File: config.mk
export PLATFORM = sky130hd
export DESIGN_NAME = mem_access_sequencer
export DESIGN_NICKNAME = d
export VERILOG_FILES = /design/src/rtl/mem_access_sequencer.sv
export SDC_FILE = /design/constraint.sdc
export NUM_CORES = 1
export LEC_CHECK = 0
export CORE_ASPECT_RATIO = 1.75
export CORE_MARGIN = 3
export CORE_UTILIZATION = 48
export DETAILED_ROUTE_END_ITERATION = 6
export PLACE_DENSITY = 0.77
export SLEW_MARGIN = 20
export SYNTH_ARGS = -nofsm -noshare
export SYNTH_HDL_FRONTEND = slang
export SYNTH_SLANG_ARGS = --single-unit
File: constraint.sdc
create_clock -name clk -period 6.59 [get_ports clk]
set_clock_uncertainty 0.2 [all_clocks]
set_input_delay 1.318 -clock clk [delete_from_list [all_inputs] [get_ports clk]]
set_output_delay 1.318 -clock clk [all_outputs]
set_load 0.01 [all_outputs]
File: src/rtl/mem_access_sequencer.sv
// Multi-cycle ARM mode-2/mode-3 load/store sequencer: decodes the captured
// instruction, runs one or two req/ack beats and writes aligned load data back.
module mem_access_sequencer #(
  parameter int ADDR_W  = 32,
  parameter int DATA_W  = 32,
  parameter int TIMEOUT = 15
) (
  input  logic                clk,
  input  logic                rst_n,
  input  logic                start,
  input  logic [31:0]         ir,
  input  logic [ADDR_W-1:0]   addr,
  input  logic [2*DATA_W-1:0] store_data,
  output logic                busy,
  output logic                done,
  output logic                err,
  output logic                mem_req,
  output logic                mem_we,
  output logic [1:0]          mem_size,
  output logic [ADDR_W-1:0]   mem_addr,
  output logic [DATA_W-1:0]   mem_wdata,
  input  logic                mem_ack,
  input  logic [DATA_W-1:0]   mem_rdata,
  output logic                rf_we,
  output logic                rf_sel,
  output logic [DATA_W-1:0]   rf_wdata
);

  localparam int NL = DATA_W / 8;
  localparam int LB = $clog2(NL);
  localparam int CW = $clog2(TIMEOUT + 1);

  localparam logic [1:0] SZ_BYTE = 2'b00;
  localparam logic [1:0] SZ_HALF = 2'b01;
  localparam logic [1:0] SZ_WORD = 2'b10;

  typedef enum logic [2:0] {
    S_IDLE, S_CHECK, S_REQ, S_WB, S_NEXT, S_DONE, S_FAIL
  } state_t;

  state_t                state;
  logic [31:0]           ir_q;
  logic [ADDR_W-1:0]     addr_q;
  logic [2*DATA_W-1:0]   sd_q;
  logic                  beat;
  logic [CW-1:0]         cnt;

  logic                  dec_legal;
  logic                  dec_load;
  logic                  dec_signed;
  logic                  dec_dbl;
  logic [1:0]            dec_size;
  logic                  misaligned;
  logic                  unused_ir_bits;

  assign unused_ir_bits = ^{ir_q[31:28], ir_q[24:23], ir_q[21], ir_q[19:8], ir_q[3:0]};

  always_comb begin
    dec_legal  = 1'b0;
    dec_load   = 1'b0;
    dec_signed = 1'b0;
    dec_dbl    = 1'b0;
    dec_size   = SZ_WORD;
    if (ir_q[27:26] == 2'b01) begin
      dec_legal = 1'b1;
      dec_load  = ir_q[20];
      dec_size  = ir_q[22] ? SZ_BYTE : SZ_WORD;
    end else if (ir_q[27:25] == 3'b000 && ir_q[7] && ir_q[4]) begin
      // Mode 3: L and SH jointly select the op; LDRD/STRD live in the L=0 half.
      case ({ir_q[20], ir_q[6:5]})
        3'b101: begin dec_legal = 1'b1; dec_load = 1'b1; dec_size = SZ_HALF; end
        3'b110: begin dec_legal = 1'b1; dec_load = 1'b1; dec_size = SZ_BYTE; dec_signed = 1'b1; end
        3'b111: begin dec_legal = 1'b1; dec_load = 1'b1; dec_size = SZ_HALF; dec_signed = 1'b1; end
        3'b001: begin dec_legal = 1'b1; dec_size = SZ_HALF; end
        3'b010: begin dec_legal = 1'b1; dec_load = 1'b1; dec_dbl = 1'b1; end
        3'b011: begin dec_legal = 1'b1; dec_dbl = 1'b1; end
        default: ;
      endcase
    end
  end

  always_comb begin
    misaligned = 1'b0;
    if (dec_size == SZ_HALF)
      misaligned = addr_q[0];
    else if (dec_size == SZ_WORD)
      misaligned = (addr_q[LB-1:0] != '0);
  end

  function automatic logic [DATA_W-1:0] lanes(input logic [1:0] sz, input logic [DATA_W-1:0] v);
    case (sz)
      SZ_BYTE: return {NL{v[7:0]}};
      SZ_HALF: return {(NL/2){v[15:0]}};
      default: return {(DATA_W/32){v[31:0]}};
    endcase
  endfunction

  function automatic logic [DATA_W-1:0] extract(input logic [1:0] sz, input logic sgn,
                                                input logic [LB-1:0] o,
                                                input logic [DATA_W-1:0] rd);
    logic [DATA_W-1:0] sh;
    sh = rd >> {o, 3'b000};
    case (sz)
      SZ_BYTE: return sgn ? DATA_W'($signed(sh[7:0]))  : DATA_W'(sh[7:0]);
      SZ_HALF: return sgn ? DATA_W'($signed(sh[15:0])) : DATA_W'(sh[15:0]);
      default: return DATA_W'(rd[31:0]);
    endcase
  endfunction

  always_ff @(posedge clk or negedge rst_n) begin
    if (!rst_n) begin
      state     <= S_IDLE;
      ir_q      <= '0;
      addr_q    <= '0;
      sd_q      <= '0;
      beat      <= 1'b0;
      cnt       <= '0;
      busy      <= 1'b0;
      done      <= 1'b0;
      err       <= 1'b0;
      mem_req   <= 1'b0;
      mem_we    <= 1'b0;
      mem_size  <= '0;
      mem_addr  <= '0;
      mem_wdata <= '0;
      rf_we     <= 1'b0;
      rf_sel    <= 1'b0;
      rf_wdata  <= '0;
    end else begin
      done  <= 1'b0;
      err   <= 1'b0;
      rf_we <= 1'b0;
      case (state)
        S_IDLE: begin
          if (start) begin
            ir_q   <= ir;
            addr_q <= addr;
            sd_q   <= store_data;
            busy   <= 1'b1;
            state  <= S_CHECK;
          end
        end
        S_CHECK: begin
          if (!dec_legal || misaligned) begin
            done  <= 1'b1;
            err   <= 1'b1;
            state <= S_FAIL;
          end else begin
            beat      <= 1'b0;
            cnt       <= '0;
            mem_req   <= 1'b1;
            mem_we    <= ~dec_load;
            mem_size  <= dec_size;
            mem_addr  <= addr_q;
            mem_wdata <= lanes(dec_size, sd_q[DATA_W-1:0]);
            state     <= S_REQ;
          end
        end
        S_REQ: begin
          // An ack in the last permitted wait cycle still completes the beat.
          if (mem_ack) begin
            mem_req <= 1'b0;
            if (dec_load) begin
              rf_we    <= 1'b1;
              rf_sel   <= beat;
              rf_wdata <= extract(dec_size, dec_signed, mem_addr[LB-1:0], mem_rdata);
              state    <= S_WB;
            end else begin
              state <= S_NEXT;
            end
          end else if (cnt == CW'(TIMEOUT - 1)) begin
            mem_req <= 1'b0;
            done    <= 1'b1;
            err     <= 1'b1;
            state   <= S_FAIL;
          end else begin
            cnt <= cnt + 1'b1;
          end
        end
        S_WB: state <= S_NEXT;
        S_NEXT: begin
          if (dec_dbl && !beat) begin
            beat      <= 1'b1;
            cnt       <= '0;
            mem_req   <= 1'b1;
            mem_addr  <= mem_addr + ADDR_W'(NL);
            mem_wdata <= lanes(SZ_WORD, sd_q[2*DATA_W-1:DATA_W]);
            state     <= S_REQ;
          end else begin
            done  <= 1'b1;
            state <= S_DONE;
          end
        end
        S_DONE, S_FAIL: begin
          busy  <= 1'b0;
          state <= S_IDLE;
        end
        default: state <= S_IDLE;
      endcase
    end
  end

endmodule
==> After elaboration in Yosys (flattened, before gate mapping) <==
Index checks and enable logic that the tools add are counted.
Widths: inputs -> output; s select.
{ "word_totals": {"elab_cells": 129, "reg_bits": 237, "out_inout_bits": 105, "input_bits": 164} }
{ "classes": {"bitwise_logic": 2, "muxes": 58, "addsub": 2, "shift": 1, "n_reduce_logical": 27, "eq_ne": 22} }
{ "op_table": {"columns": ["op", "count"], "rows": [
  ["$pmux 32 s2", 4],
  ["$mux 32", 6],
  ["$add 32x3->32 const B", 1],
  ["$shr 32x5->16", 1],
  ["$mux 1", 27],
  ["$eq 3x3->1 const B", 6],
  ["$mux 3", 6],
  ["$mux 4", 4],
  ["$pmux 3 s5", 1],
  ["$eq 3x2->1 const B", 4],
  ["$pmux 4 s3", 1],
  ["$ne 2x2->1 const B", 5],
  ["$reduce_and 2->1", 4],
  ["$eq 3x1->1 const B", 2],
  ["$logic_not 3->1", 2],
  ["$mux 2", 3],
  ["$pmux 1 s2", 3],
  ["$pmux 1 s3", 2],
  ["$reduce_and 3->1", 2],
  ["$reduce_bool 2->1", 3],
  ["$reduce_or 2->1", 3],
  ["$reduce_or 6->1", 1],
  ["$reduce_and 5->1", 1],
  ["$add 4x1->4 const B", 1],
  ["14 further kinds", 19]
]} }

==> Depth between registers and ports, before layout <==
{ "logic_depth": {"word_depth": 11, "ltp_mapped": 9, "mapped_depth_nobuf": 7} }

==> Worst setup path before layout <==
No wires, ideal clock.
{ "synth_path": {"path_type": "input port to flip-flop", "startpoint": "input start", "endpoint": "register sd_q[31]", "n_path_buf": 3, "stages": 6, "setup_ns": 0.125, "t_required_ns": 6.265, "arrival_ns": 2.726, "slack_ns": 3.539, "path_cell_list": "nor2b_1 -> and2_1 -> clkbuf_1 -> clkbuf_1 -> buf_2 -> mux2_2"} }
{ "synth_between": {"elab_chain_cells": 1} }
{ "synth_lines": {"columns": ["element", "line_no", "source"], "rows": [
  ["start: declaration", "10", "input logic start,"],
  ["$reduce_and 2->1 (no line)", null, null],
  ["end signal: assignment", "138", "sd_q <= store_data;"],
  ["end: declaration", "44", "logic [2*DATA_W-1:0] sd_q;"]
]} }
No other way between the ends.
A chain may end at the register's enable or synchronous reset.

==> Worst setup path in the final report <==
{ "layout_path": {"startpoint": "register mem_addr[1]", "endpoint": "output mem_addr[1]"} }
{ "layout_lines": {"columns": ["element", "line_no", "source"], "rows": [
  ["start: declaration", "20", "output logic [ADDR_W-1:0] mem_addr,"],
  ["start signal: assignment", "154", "mem_addr <= addr_q;"],
  ["start signal: assignment", "186", "mem_addr <= mem_addr + ADDR_W'(NL);"]
]} }
No word-level cell between the ends.

==> results.ini <==
[critical_path]
path_cells=clkdlybuf4s50_1
path_delay_family=flip-flops
cp_max_fo=21
critPathKind=register to primary output
cpPeakStageDelay_ps=920
crit_arrival_ps=2110
cp-start-kind=register
crit_buf_inv=1
crit_required_ps=5070
cp-end-kind=primary output
cp_slowest_cell=dfrtp_1

[placement]
gp_congestion=0.9146
hpwl_mm=20.88
dp.cells=1358
port_buffers=245
post-place-ws_ps=2570

[synth]
ys_seq_elements=218
synth_ff_type=dfrtp_1
synth_warnings=0
synth.distinct_cells=66
synthArstFlopShare_pct=100.0
muxShareOfSynthArea_pct=12.85
synth-edff-count=0
synth_top_cell_by_area=dfrtp_1
synth_nets=1084
synth_top_area_share_pct=54.60
synth_xor_area_share_pct=0.08765
synth-simple-area-share_pct=12.38
seq_area_frac_synth_pct=54.60
synthTopCellsByArea=dfrtp_1 55%, mux2_2 12%, nand2_1 4.3%
synth_adder_area_share_pct=0.3757
synth_area_per_cell_sq_um=10.90
synth_top_family_by_area=compound AO/OA/AOI/OAI gates
syn_area_sq_um=9992
synth_compound_area_share_pct=16.48
syn-instance-count=917

[clock_network]
clk_pin_slew_ps=70
clock_latency_ps=500
cts_root_buffer=clkbuf_16
cts_tree=built
ctsHoldBuffers=0
clockBufferDepth=3
clkSinkCount=218
cts_buffers=21
cts_setup_buffers=0
h-tree-depth=1
cts-resized-gates=0

[route]
drc=0
vias=8251
firstDrtPassIters=6
wl_per_cell_microns=21.52
dr.first_iter.drc_count=559
ant_nets=0
wl_mm=30.09
vias_per_cell=5.902

[sta]
fin_crit_sh_pct=55.07
setup_violations=0
final.setup.tns_ps=0
max_freq_mhz=275.6
max-slew-margin-rel_pct=28.06
final.min_clock_period_ps=3629
drv_slew=0
worst_slack_ps=2961
rsz0062_at_grt=false
tightestPinTransition_ps=1079
hold_viol_final=0

[global_routing]
overflow=0
track_usage_pct=25.93
grt_pass1_wl_mm=46.04
grt_max_degree=113
antenna_found_initial=4
grt_pass1_vias=8572

[layout]
syn_to_final_growth_pct=32.88
final.fill_count=1637
drive_gt1_share_pct=14.91
nets=1301
fin_cells=1398
final_util_pct=65.17

[pwr]
power.density_nw_per_um2=497.4
ir_worst_vdd_mv=0.2758
leakage_nw=5.460
totalPowerFinal_mw=6.605

[floorplan]
num_rows=69
dieArea_sq_um=22650
fp.dieH_microns=196.9
coreArea_sq_um=20370
initial_utilization_pct=49.04
die_w_microns=115.1
io_pins=269

[hold_path]
hp-class=register to register

[run]
maxCapViolCount=0

[run_status]
status=finished, final reports clean

synthesized netlist by cell type, types with 7 or more instances:
cell type  instances
dfrtp_1          218
nand2_1          115
mux2_2           106
o21ai_0           60
nor2_1            58
a21oi_1           49
clkbuf_1          37
a31oi_1           23
nand3_1           19
a221o_1           18
buf_2             18
o22ai_1           18
and3_1            14
inv_1             11
nand4_1           11
o21ai_1           11
a221oi_1          10
a2bb2oi_1         10
mux2i_1            9
a22oi_1            8
a21o_1             7
final cells by class:
class	instances	area, sq um	share of cell area [%]
Sequential cell	218	5455	41.09
Multi-Input combinational cell	626	4223	31.80
Timing Repair Buffer	255	2565	19.32
Clock buffer	29	605.6	4.561
Tap cell	248	310.3	2.337
Clock inverter	7	66.31	0.4994
Inverter	12	45.04	0.3392
Antenna cell	3	7.507	0.05654
registers in the layout, indices dropped and copies added, names as in the netlist:
register   cells
rf_sel         1
cnt            4
mem_size       2
mem_req        1
mem_addr      32
busy           1
sd_q          64
mem_we         1
err            1
addr_q        32
mem_wdata     32
ir_q           9
rf_we          1
rf_wdata      32
beat           1
state          3
done           1
final timing paths:
path,depth (start not counted),to,start,slack [ps]
worst min-delay path,2,mem_size[0],mem_size[0],280
max in group asynchronous,2,sd_q[45],rst_n,4430
worst max register to register,8,mem_wdata[21],state[0],3080
min in group asynchronous,1,addr_q[28],rst_n,680
worst max-delay path,1,mem_addr[1],mem_addr[1],2960
worst min register to register,2,mem_size[0],mem_size[0],280
through the flow:
stage	hold WS (ps)	area [sq um]
finish	277.3	13280
global route	315.6	13280
CTS	280.0	13240
detailed placement	264.4	12570
global placement	260.8	12570
floorplan	246.0	9992
layer usage:
| layer | vias to the layer above | GRT usage, % | part of all wire [%] | wire length (microns) |
|---|---|---|---|---|
| met5 | - | 0 | 0.066 | 20 |
| li1 | 3772 | - | - | - |
| met4 | 2 | 13.97 | 5.1 | 1539 |
| met2 | 325 | 45.62 | 52 | 15730 |
| met3 | 89 | 4.946 | 6.1 | 1835 |
| met1 | 4063 | 29.16 | 36 | 10960 |
logic make-up after synthesis:
family / count (synthesis)
AND/OR/NAND/NOR: 261
AO/OA/AOI/OAI: 246
flip-flops: 218
multiplexers: 115
buffers and inverters: 73
adder cells (fa/ha/maj): 3
XOR/XNOR: 1
layout by cell type, fill, tap and decap left out, types with 5 or more instances in the layout:
| cell | synthesis | layout |
|---|---|---|
| clkdlybuf4s50_1 | 0 | 244 |
| dfrtp_1 | 218 | 218 |
| nand2_1 | 115 | 115 |
| mux2_2 | 106 | 106 |
| o21ai_0 | 60 | 60 |
| nor2_1 | 58 | 56 |
| a21oi_1 | 49 | 49 |
| a31oi_1 | 23 | 23 |
| clkbuf_16 | 0 | 21 |
| nand3_1 | 19 | 19 |
| a221o_1 | 18 | 18 |
| o22ai_1 | 18 | 18 |
| and3_1 | 14 | 14 |
| inv_1 | 11 | 11 |
| nand4_1 | 11 | 11 |
| o21ai_1 | 11 | 11 |
| a221oi_1 | 10 | 10 |
| a2bb2oi_1 | 10 | 10 |
| mux2i_1 | 9 | 9 |
| a22oi_1 | 8 | 8 |
| buf_4 | 3 | 8 |
| a21o_1 | 7 | 7 |
| nor2b_1 | 6 | 6 |
| nor4_1 | 5 | 5 |
| clkbuf_8 | 0 | 5 |
report_power, final:
group	leakage [nW]	switching [mW]	total (mW)	internal [mW]
logic	2.54	1.47	2.94	1.46
clock network	0.333	0.511	1.19	0.681
registers	2.59	0.501	2.47	1.97
Power figures use the tool's default switching activity.
==> patch (same flow settings) <==
Register the output `err` once more; this adds one clock of latency there. The other outputs are not delayed to match.
--- a/src/rtl/mem_access_sequencer.sv
+++ b/src/rtl/mem_access_sequencer.sv
@@ -39,4 +39,6 @@
   } state_t;
 
+  logic err_s0;
+
   state_t                state;
   logic [31:0]           ir_q;
@@ -118,5 +120,5 @@
       busy      <= 1'b0;
       done      <= 1'b0;
-      err       <= 1'b0;
+      err_s0    <= 1'b0;
       mem_req   <= 1'b0;
       mem_we    <= 1'b0;
@@ -129,5 +131,5 @@
     end else begin
       done  <= 1'b0;
-      err   <= 1'b0;
+      err_s0 <= 1'b0;
       rf_we <= 1'b0;
       case (state)
@@ -144,5 +146,5 @@
           if (!dec_legal || misaligned) begin
             done  <= 1'b1;
-            err   <= 1'b1;
+            err_s0 <= 1'b1;
             state <= S_FAIL;
           end else begin
@@ -172,5 +174,5 @@
             mem_req <= 1'b0;
             done    <= 1'b1;
-            err     <= 1'b1;
+            err_s0  <= 1'b1;
             state   <= S_FAIL;
           end else begin
@@ -201,3 +203,7 @@
   end
 
+  always_ff @(posedge clk) begin
+    err <= err_s0;
+  end
+
 endmodule
Check against the original RTL: not equivalent (a bounded check fails within 4 cycles, from zero or initial values and one cycle with rst_n low).
==> patch against the original RTL <==
Final cell count about the same. Core utilization about the same. Design area up 0.38%. Total power up 0.82%. Die area up 0.32%. Area after synthesis up 0.34%. Clock power up 7%. Via count up 1.8%. Sequential share of layout area about the same. Worst setup slack worse by 0.28 ns. Routed wire length down 0.32%. Sequential cell count up 1. Highest routed layer unchanged.
==> patch: results (changes against the original RTL) <==
slowest cell on the critical path or3b_2 (was dfrtp_1); sequential-to-total area share from yosys stat 0.546 (about the same); Clock Latency Late Sink between 0.5 and 0.6 ns; leakage power summed over all cells 5.49 nW (was 5.46 nW); Post-synth top cells dfrtp_1 (218), nand2_1 (115), mux2_2 (106) (unchanged); fraction of registers with async set or reset after synthesis 0.995 (was 1.00); wire length of the first global-routing pass 46800 µm (was 46000 µm); number of fill cells 1640 (was 1637); Total Wirelength 30000 µm (was 30100 µm); Largest Register sd_q (unchanged); first drt pass iteration count 5 (was 6); total global routing track utilization 0.261 (was 0.259); average via count per standard cell 6.00 (was 5.90); final weighted congestion of routability-driven global placement 0.932 (was 0.915); clock transition time at the flip-flop clock pins of the worst setup and hold paths 0.06 ns; top cell type by total area after synthesis dfrtp_1 (unchanged); largest buffer count on any clock path 3 (unchanged); net count reported at finish 1302 (was 1301); number of CTS-inserted buffers 22 (was 21); largest cells by area after synthesis dfrtp_1 (54%), mux2_2 (12%), nand2_1 (4.3%) (was dfrtp_1 (55%), mux2_2 (12%), nand2_1 (4.3%)); standard cell area after detailed placement 12600 µm² (about the same); number of distinct standard cells referenced by the synthesized netlist 67 (was 66); Largest stage delay, worst path 0.96 ns (was 0.92 ns); run status complete, no violations (unchanged); pin count of the biggest net entering global routing 124 (was 113); worst vdd ir 0.268 mV (was 0.276 mV); flip-flop count of the largest register after layout 64 (unchanged); fraction of final layout cells with drive strength greater than 1 0.152 (was 0.149); measured slew at the worst slew-check pin 1.14 ns (was 1.08 ns); highest net fanout along the worst path 48 (was 21); Yosys Warn Count 0 (unchanged); H-Tree Level Count 1 (unchanged); via count of the first global-routing pass 8682 (was 8572); number of nets produced by synthesis 1085 (was 1084); count of routing violations after the opening detailed-route iteration 646 (was 559); Sw Ratio 0.374 (was 0.377); buffer count from post-CTS setup fixing 0 (unchanged); Tightest Hold Check Type reg -> reg (unchanged); number of gates resized after cts 0 (unchanged); cell chosen for the clock root clkbuf_16 (unchanged); antenna violations before repair 2 (was 4); placed wire-length estimate after detailed placement 20800 µm (was 20900 µm); Arr. time, crit path 4.11 ns (was 2.11 ns); pre-CTS WS 2.58 ns (was 2.57 ns); input/output buffers 245 (unchanged)
[patch: changes by cell type after synthesis, sizes merged]
| cell | change |
|---|---|
| buf | +2 |
| clkbuf | -2 |
| and2b | -1 |
| dfxtp | +1 |
| nor2b | +1 |
[patch: power groups by stage]
stage	Sequential, mW	Clock, mW	Combinational, mW
final	2.48	1.27	2.91
after floorplan	2.45	0	1.75
after global routing	2.56	1.35	3.18
after global placement	2.47	0	2.83
after detailed placement	2.49	0	2.92
after CTS	2.48	1.30	2.93
[patch: layer usage]
| layer | wire length (µm) | vias up | track usage |
|---|---|---|---|
| li1 | - | 3781 | - |
| met1 | 10500 | 4126 | 0.296 |
| met2 | 15900 | 397 | 0.472 |
| met3 | 2080 | 93 | 0.0426 |
| met4 | 1450 | 2 | 0.120 |
| met5 | 8 | - | 0 |
[patch: critical path: cells and delay by family, from the launching register on]
kind	cells	cell delay (ns)
AO/OA/AOI/OAI	4	1.32
buffers and inverters	1	0.55
flip-flops	1	0.46
AND/OR/NAND/NOR	2	1.25
[patch: per-stage QoR]
stage,power (mW),cells,utilization
3_5_place_dp,5.41,1358,0.615
5_1_grt,7.08,1399,0.651
4_1_cts,6.70,1397,0.650
3_3_place_gp,5.30,1358,0.615
6_report,6.66,1399,0.651
2_1_floorplan,4.19,918,-
[patch: final cells by class]
cell class / instances / area share
inverters: 12 / 0.00338
clock inverters: 12 / 0.00845
diodes: 1 / 0.000188
repair buffers: 254 / 0.190
flip-flops and latches: 219 / 0.411
multi-input cells: 626 / 0.318
well taps: 248 / 0.0233
clock buffers: 27 / 0.0466
[patch: cells by family after synthesis]
group                      after synthesis  synth area share
and+or+nand+nor                        261             0.123
adders and majority gates                3           0.00374
DFF                                    219             0.546
xor gates and xnor gates                 1          0.000874
muxes                                  115             0.128
AOI/OAI and AO/OA                      246             0.165
buffers and inverters                   73            0.0328
[patch: worst paths after layout]
| path | endpoint | slack, ns | depth (start not counted) | start |
|---|---|---|---|---|
| setup / recovery | mem_addr[12] | 2.68 | 7 | state[2] |
| hold / removal | err | 0.14 | 0 | err_s0 |
| setup reg to reg | mem_addr[12] | 2.68 | 7 | state[2] |
| hold reg to reg | err | 0.14 | 0 | err_s0 |
| max in group asynchronous | mem_addr[11] | 4.18 | 2 | rst_n |
| min in group asynchronous | addr_q[26] | 0.74 | 1 | rst_n |
